### config.mk
export PLATFORM = sky130hd
export DESIGN_NAME = timer_ctrl
export DESIGN_NICKNAME = d
export VERILOG_FILES = /design/src/rtl/timer_ctrl.sv
export SDC_FILE = /design/constraint.sdc
export NUM_CORES = 1
export LEC_CHECK = 0
export CORE_MARGIN = 2
export CORE_UTILIZATION = 51
export DETAILED_ROUTE_END_ITERATION = 16
export GPL_TIMING_DRIVEN = 1
export PLACE_DENSITY = 0.78
export SKIP_CTS_REPAIR_TIMING = 1
export SLEW_MARGIN = 25
export SYNTH_ARGS = -nofsm -noshare
export SYNTH_HDL_FRONTEND = slang
export SYNTH_SLANG_ARGS = --single-unit
### constraint.sdc
create_clock -name clk -period 2.5 [get_ports clk]
set_clock_uncertainty 0.15 [all_clocks]
set_input_delay 0.375 -clock clk [delete_from_list [all_inputs] [get_ports clk]]
set_output_delay 0.375 -clock clk [all_outputs]
set_load 0.1 [all_outputs]
### src/rtl/timer_ctrl.sv
// timer_ctrl: stopwatch/countdown controller with prescaled tick, up/down
// count, countdown alarm, manual increment with auto-repeat, preset and lap.
// Ports: clk, reset_n (async low); start/stop/inc/lap/dir/load, load_val in;
//        state, count, display, alarm, wrap out.
module timer_ctrl #(
    parameter int CNT_W      = 16,
    parameter int PRESCALE   = 50000,
    parameter int HOLD_TICKS = 8
) (
    input  logic             clk,
    input  logic             reset_n,
    input  logic             start,
    input  logic             stop,
    input  logic             inc,
    input  logic             lap,
    input  logic             dir,
    input  logic             load,
    input  logic [CNT_W-1:0] load_val,
    output logic [1:0]       state,
    output logic [CNT_W-1:0] count,
    output logic [CNT_W-1:0] display,
    output logic             alarm,
    output logic             wrap
);

    localparam int PS_W = $clog2(PRESCALE);
    localparam int HC_W = $clog2(HOLD_TICKS + 1);
    localparam logic [PS_W-1:0] PS_MAX  = PS_W'(PRESCALE - 1);
    localparam logic [HC_W-1:0] HC_LAST = HC_W'(HOLD_TICKS - 1);

    typedef enum logic [1:0] {
        S_STOP = 2'b00,
        S_RUN  = 2'b01,
        S_INC  = 2'b10,
        S_DONE = 2'b11
    } state_e;

    state_e           state_q, state_d;
    logic [CNT_W-1:0] count_q, count_d;
    logic [CNT_W-1:0] lap_q, lap_d;
    logic [PS_W-1:0]  presc_q, presc_d;
    logic [HC_W-1:0]  hold_q, hold_d;
    logic             freeze_q, freeze_d;
    logic             alarm_q, alarm_d;
    logic             wrap_q, wrap_d;

    logic             counting;
    logic             tick;
    logic             cnt_max;
    logic [CNT_W-1:0] cnt_up;

    always_comb begin
        counting = (state_q == S_RUN) || (state_q == S_INC);
        tick     = counting && (presc_q == PS_MAX);
        cnt_max  = (count_q == '1);
        cnt_up   = count_q + CNT_W'(1);

        state_d  = state_q;
        count_d  = count_q;
        lap_d    = lap_q;
        freeze_d = freeze_q;
        hold_d   = hold_q;
        alarm_d  = 1'b0;
        wrap_d   = 1'b0;

        unique case (state_q)
            S_STOP: begin
                if (stop) begin
                    state_d = S_STOP;
                end else if (load) begin
                    count_d  = load_val;
                    freeze_d = 1'b0;
                end else if (start && !(dir && count_q == '0)) begin
                    state_d = S_RUN;
                end else if (inc) begin
                    // First increment is immediate; repeat waits for ticks.
                    state_d = S_INC;
                    count_d = cnt_up;
                    wrap_d  = cnt_max;
                    hold_d  = '0;
                end
            end
            S_RUN: begin
                if (lap) begin
                    if (freeze_q) begin
                        freeze_d = 1'b0;
                    end else begin
                        freeze_d = 1'b1;
                        lap_d    = count_q;
                    end
                end
                // stop wins over a coincident tick, so count holds.
                if (stop) begin
                    state_d = S_STOP;
                end else if (tick) begin
                    if (!dir) begin
                        count_d = cnt_up;
                        wrap_d  = cnt_max;
                    end else begin
                        count_d = count_q - CNT_W'(1);
                        if (count_q == CNT_W'(1)) begin
                            alarm_d = 1'b1;
                            state_d = S_DONE;
                        end else if (count_q == '0) begin
                            // dir flipped to down while at 0 mid-run.
                            wrap_d = 1'b1;
                        end
                    end
                end
            end
            S_INC: begin
                if (stop || !inc) begin
                    state_d = S_STOP;
                end else if (tick) begin
                    if (hold_q == HC_LAST) begin
                        count_d = cnt_up;
                        wrap_d  = cnt_max;
                    end else begin
                        hold_d = hold_q + HC_W'(1);
                    end
                end
            end
            S_DONE: begin
                count_d = '0;
                if (stop) begin
                    state_d = S_STOP;
                end else if (load) begin
                    count_d  = load_val;
                    freeze_d = 1'b0;
                    state_d  = S_STOP;
                end
            end
            default: state_d = S_STOP;
        endcase

        if (!counting || tick || state_d != state_q) begin
            presc_d = '0;
        end else begin
            presc_d = presc_q + PS_W'(1);
        end
    end

    always_ff @(posedge clk or negedge reset_n) begin
        if (!reset_n) begin
            state_q  <= S_STOP;
            count_q  <= '0;
            lap_q    <= '0;
            presc_q  <= '0;
            hold_q   <= '0;
            freeze_q <= 1'b0;
            alarm_q  <= 1'b0;
            wrap_q   <= 1'b0;
        end else begin
            state_q  <= state_d;
            count_q  <= count_d;
            lap_q    <= lap_d;
            presc_q  <= presc_d;
            hold_q   <= hold_d;
            freeze_q <= freeze_d;
            alarm_q  <= alarm_d;
            wrap_q   <= wrap_d;
        end
    end

    assign state   = state_q;
    assign count   = count_q;
    assign display = freeze_q ? lap_q : count_q;
    assign alarm   = alarm_q;
    assign wrap    = wrap_q;

endmodule

==> out/qor.csv, run 1 <==
stage,metric,value,unit
run,drv_cap,0,
global_routing,grt_usage,33.2,%
drt,drc,0,
clocking,clkSlewWorstSetupHoldPaths,0.08,ns
synth,synth_top_area_cell,dfrtp_1,
critical_path,path_buf_inv,1,
clocking,cts_inserted_buffers,9,
synth,ys_top_cells_by_area,"dfrtp_1 (32%), mux2_2 (6.7%), nand2_1 (2.9%)",
timing,finalSetupTns,-6.27,ns
timing,slew_violations,0,
timing,hold_viol_final,0,
floorplan,core,8300,sq um
critical_path,path_class,reg -> reg,
global_routing,use_met3,5.35,%
power_and_ir_drop,powerDensity,1430,nW/um^2
critical_path,cp-start-kind,flop,
timing,period_minus_slack,2.75,ns
clocking,cts.sinks,57,
placement,numPortBuffers,59,
drt,viasPerCell,6.68,
global_routing,grt_max_degree,31,
synth,syn_area_per_cell,8.86,sq um
critical_path,worstPathMaxFanout,4,
finish,drive_gt1_share,39.7,%
synth,netlist_instances,496,
timing,fmax,364,MHz
finish,layout_commonest_cell,buf_4,
synth,synth_edf_count,0,
drt,drt.antenna.violating_nets,0,
hold_path,whs_path_depth,1,
finish,fin_area,6410,sq um
synth,yosys.area.top_type_share,32.5,%
hold_path,hp-class,reg -> reg,
synth,synthArstFlopShare,100,%
clocking,htree_levels,3,
timing,fin_crit_sh,110,%
power_and_ir_drop,p_leak,0.00259,uW
timing,tightest_slew,0.756,ns
hold_path,min_from,presc_q[0]$_DFF_PN0_,
global_routing,grt_util_met2,52.0,%
drt,routed_wl,16.0,mm
clocking,insertion_delay,0.36,ns
critical_path,critPathTopFamily,simple AND/OR/NAND/NOR gates,
floorplan,pin_count,60,
critical_path,ff2ff_setup_slack,-0.25,ns
global_routing,grt_pass1_vias,4875,
critical_path,worst_path_largest_cell_delay,0.58,ns
finish,fin_cells,744,
placement,post_dp_cell_area,6000,sq um
critical_path,worstReg2RegEnd,hold_q[3]$_DFFE_PN0P_,
synth,synth_nets,530,
synth,synth_flop_cell,dfrtp_1,
critical_path,crit_slowest_cell,or4_4,
placement,hpwl,11.7,mm
timing,rsz0062_at_grt,true,
clocking,cts-root-buf,clkbuf_8,
critical_path,cp-end-kind,flop,
run_status,status,finished with violations,
floorplan,dieArea,9370,sq um
floorplan,die_h,96.8,microns
synth,synth.distinct_cells,78,
finish,mostFrequentLayoutCells,"buf_4 (116), dfrtp_1 (41), nand2_1 (33), nor2_1 (27), mux2_2 (26)",
timing,setup_viol,36,
clocking,cts_tree,done,
global_routing,grt_overflow,0,
global_routing,grt_pass1_wl,25.0,mm
global_routing,use_met1,44.2,%
clocking,clockBufferDepth,2,
finish,fin_util,77.3,%
drt,vias,4971,
drt,first_pass_iters,6,
finish,nNetsFinal,668,
timing,relSlewSlack,49.6,%
floorplan,fp-row-count,33,
drt,wl_per_cell,21.5,microns
finish,antenna_cells,0,
run_status,violations,negative setup slack,
placement,gp_congestion,1.00,
hold_path,min_to,presc_q[0]$_DFF_PN0_,
critical_path,crit_required,2.59,ns
placement,dp_cells,726,
finish,area_growth,46.0,%
timing,finalWorstSetupSlack,-0.245,ns
critical_path,rr_startpoint,presc_q[7]$_DFF_PN0_,
critical_path,r2r_cells,6,
synth,synth-seq-area-share,32.5,%
critical_path,cp_cell_sequence,or4b_4 -> or4_4 -> buf_4 -> a211o_4 -> or2_4 -> a22o_1,
synth,syn_area,4390,sq um
floorplan,start_util,52.9,%
critical_path,cp.arrival,2.84,ns
drt,drtIter0Drc,661,
global_routing,antenna_found_initial,0,
synth,synth-warning-count,0,
synth,ys_seq_elements,57,
power_and_ir_drop,vdd_drop_max,1520,uV
global_routing,top_usage_layer,met2,
floorplan,die_x,96.8,microns
-- state kept, by name, summed over array words and instances (netlist names) --
name      flops
state         2
count        16
hold_q        4
alarm         1
freeze_q      1
wrap          1
presc_q      16
lap_q        16
-- logic make-up (layout without fill, tap and decap cells) --
| logic type | count (synthesis) | in the layout | share of synthesized area, % |
|---|---|---|---|
| adders and majority gates | 10 | 10 | 2.85 |
| AOI/OAI and AO/OA | 121 | 121 | 20.4 |
| DFF | 57 | 57 | 32.5 |
| buffers and inverters | 56 | 199 | 5.58 |
| xor gates and xnor gates | 20 | 20 | 3.99 |
| muxes | 29 | 29 | 7.35 |
| and+or+nand+nor | 203 | 203 | 27.4 |
-- where the power goes --
group / switching, uW / internal [uW] / total [uW]
sequential: 376 / 1250 / 1630
combinational: 4240 / 2310 / 6550
clock: 440 / 592 / 1030
total: 5050 / 4150 / 9200
-- per-stage QoR --
step	hold slack [ns]	power (uW)	worst slack, ns
2_1_floorplan	-0.0706	5620	-0.273
3_3_place_gp	0.314	7740	-0.191
3_5_place_dp	0.329	7840	-0.245
4_1_cts	-0.0503	8890	-0.248
5_1_grt	0.372	9520	-0.286
6_report	0.348	9200	-0.245
-- routing by layer --
metal | wire length [microns] | share of wire, %
met5 | 0 | 0
met3 | 1410 | 8.8
met2 | 7330 | 46
met1 | 6450 | 40
met4 | 785 | 4.9
-- cell type report --
| class | instances | area, sq um |
|---|---|---|
| multi-input combinational | 383 | 2960 |
| fill | 565 | 1880 |
| timing repair buffer | 165 | 1560 |
| sequential | 57 | 1460 |
| clock buffer | 10 | 138 |
| tap | 105 | 131 |
| clock inverter | 6 | 90.1 |
| inverter | 18 | 72.6 |
-- cell usage after synthesis (4+ instances only) --
master,instances
nand2_1,34
inv_1,16
ha_1,10
mux2_2,26
nor2_1,27
o211ai_1,6
xor2_1,9
nand3_1,24
nor4_2,10
clkbuf_1,26
a22o_1,4
nand3b_1,4
buf_2,4
nor4b_1,4
xnor2_1,11
a31oi_1,9
o31ai_1,9
a21o_1,4
nor4_1,15
nand4_1,17
nor2b_1,7
a21oi_1,14
dfrtp_1,57
buf_1,4
a221oi_1,7
o21ai_0,22
or3_1,4
nor3_1,22
and3_1,8
and4_1,5
-- how the worst max path moves through the flow --
stage / start / depth (start not counted) / to
after detailed placement: presc_q[11]$_DFF_PN0_ / 6 / count[6]$_DFFE_PN0P_
after CTS: presc_q[11]$_DFF_PN0_ / 6 / count[6]$_DFFE_PN0P_
after global routing: presc_q[7]$_DFF_PN0_ / 6 / count[2]$_DFFE_PN0P_
after floorplan: state[0]$_DFF_PN0_ / 8 / count[5]$_DFFE_PN0P_
final: presc_q[7]$_DFF_PN0_ / 6 / hold_q[3]$_DFFE_PN0P_
after global placement: presc_q[11]$_DFF_PN0_ / 6 / hold_q[3]$_DFFE_PN0P_
Power figures use the tool's default switching activity.
==> inputs of run 2 (changes only) <==
- CORE_UTILIZATION: 51 -> 55
- CTS_CLUSTER_DIAMETER: default -> 150
- DONT_BUFFER_PORTS: default -> 1
- PLACE_DENSITY: 0.78 -> 0.73
- SLEW_MARGIN: 25 -> default
==> out/qor.csv, run 2 (same netlist as run 1, synthesis figures left out) <==
stage,metric,value,unit
run_status,violations,"negative hold slack, negative setup slack",
critical_path,cp_cell_sequence,or4b_4 -> or4_4 -> buf_4 -> a211o_2 -> or2_4 -> a22o_1,
critical_path,ff2ff_setup_slack,-0.23,ns
floorplan,die_x,93.4,microns
clocking,htree_levels,3,
drt,drtIter0Drc,577,
critical_path,path_class,reg -> reg,
global_routing,grt_overflow,0,
placement,dp_cells,668,
drt,wl_per_cell,22.0,microns
clocking,clockBufferDepth,2,
timing,hold_viol_final,2,
power_and_ir_drop,p_leak,0.00229,uW
drt,drt.antenna.violating_nets,0,
placement,post_dp_cell_area,5350,sq um
finish,seq_area,1460,sq um
clocking,insertion_delay,0.35,ns
critical_path,cp.arrival,2.82,ns
global_routing,use_met1,49.5,%
critical_path,crit_required,2.58,ns
placement,hpwl,11.1,mm
finish,area_growth,31.3,%
timing,rsz0062_at_grt,true,
drt,viasPerCell,6.73,
drt,drc,0,
timing,period_minus_slack,2.73,ns
critical_path,crit_slowest_cell,or4_4,
clocking,cts_tree,done,
clocking,cts_inserted_buffers,9,
global_routing,antenna_found_initial,0,
drt,first_pass_iters,5,
critical_path,r2r_cells,6,
power_and_ir_drop,totalPowerFinal,8310,uW
floorplan,dieArea,8720,sq um
power_and_ir_drop,vdd_drop_max,1570,uV
timing,fin_crit_sh,109,%
timing,tightest_slew,1.13,ns
hold_path,whs_path_depth,1,
run_status,status,finished with violations,
power_and_ir_drop,powerDensity,1440,nW/um^2
clocking,cts-root-buf,clkbuf_8,
floorplan,start_util,56.8,%
critical_path,rr_startpoint,presc_q[10]$_DFF_PN0_,
finish,drive_gt1_share,37.5,%
finish,antenna_cells,0,
critical_path,worst_path_largest_cell_delay,0.56,ns
finish,nNetsFinal,616,
global_routing,grt_pass1_wl,24.0,mm
global_routing,grt_util_met2,55.3,%
critical_path,cp-start-kind,flop,
run,drv_cap,0,
floorplan,pin_count,60,
finish,fillers,555,
global_routing,grt_pass1_vias,4523,
global_routing,use_met3,7.41,%
timing,slew_violations,0,
timing,finalWorstSetupSlack,-0.231,ns
placement,gp_congestion,0.993,
finish,fin_area,5770,sq um
timing,hold_ws,-0.0526,ns
timing,setup_viol,36,
clocking,clkSlewWorstSetupHoldPaths,0.08,ns
critical_path,cp-end-kind,flop,
global_routing,grt_max_degree,58,
floorplan,fp-row-count,32,
drt,routed_wl,15.1,mm
finish,mostFrequentLayoutCells,"buf_4 (100), dfrtp_1 (41), nand2_1 (33), nor2_1 (27), mux2_2 (26)",
floorplan,die_h,93.4,microns
clocking,cts.sinks,57,
finish,multiInputGateArea,2940,sq um
placement,preCtsSetupSlack,-0.237,ns
critical_path,worstReg2RegEnd,hold_q[3]$_DFFE_PN0P_,
global_routing,grt_usage,35.7,%
global_routing,top_usage_layer,met2,
hold_path,hp-class,in -> reg,
floorplan,core,7730,sq um
hold_path,min_from,stop,
placement,numPortBuffers,0,
finish,layout_commonest_cell,buf_4,
timing,fmax,366,MHz
timing,relSlewSlack,24.9,%
critical_path,worstPathMaxFanout,4,
drt,vias,4637,
finish,fin_cells,689,
hold_path,min_to,wrap$_DFF_PN0_,
run 2: final cells by class:
type	count	share of cell area, %
multi-input cells	383	51.0
flip-flops and latches	57	25.2
repair buffers	113	16.9
clock buffers	11	2.45
well taps	102	2.21
inverters	18	1.26
clock inverters	5	0.954
run 2: per-stage QoR:
| step | TNS (ns) | util (%) |
|---|---|---|
| finish | -5.88 | 74.6 |
| detailed placement | -4.78 | 69.3 |
| global route | -7.65 | 74.6 |
| CTS | -5.63 | 71.8 |
| floorplan | -6.61 | - |
| global placement | -3.56 | 69.3 |
run 2: worst max path at each step:
stage / startpoint / end / slack [ns] / depth (start not counted)
6_report: presc_q[10]$_DFF_PN0_ / hold_q[3]$_DFFE_PN0P_ / -0.23 / 6
5_1_grt: presc_q[10]$_DFF_PN0_ / hold_q[3]$_DFFE_PN0P_ / -0.29 / 6
4_1_cts: presc_q[11]$_DFF_PN0_ / hold_q[3]$_DFFE_PN0P_ / -0.25 / 6
3_5_place_dp: presc_q[11]$_DFF_PN0_ / hold_q[3]$_DFFE_PN0P_ / -0.24 / 6
3_3_place_gp: presc_q[11]$_DFF_PN0_ / hold_q[3]$_DFFE_PN0P_ / -0.19 / 6
2_1_floorplan: state[0]$_DFF_PN0_ / count[5]$_DFFE_PN0P_ / -0.27 / 8
run 2: per-layer routing:
layer / part of all wire (%) / routed length [microns] / vias up
met5: 0 / 0 / -
met3: 11 / 1680 / 39
met1: 41 / 6170 / 2237
met4: 2.8 / 418 / 0
li1: - / - / 2082
met2: 45 / 6870 / 279
run 2: report_power, final:
group | internal [uW] | switching (uW)
Sequential | 1250 | 308
Combinational | 1720 | 4110
Clock | 485 | 438
Total | 3450 | 4860
run 2: critical path, delay by kind of cell (launching register included):
| kind | cells | cell delay [ns] |
|---|---|---|
| and+or+nand+nor | 3 | 1.35 |
| AOI/OAI and AO/OA | 2 | 0.57 |
| buffers and inverters | 1 | 0.16 |
| DFF | 1 | 0.38 |
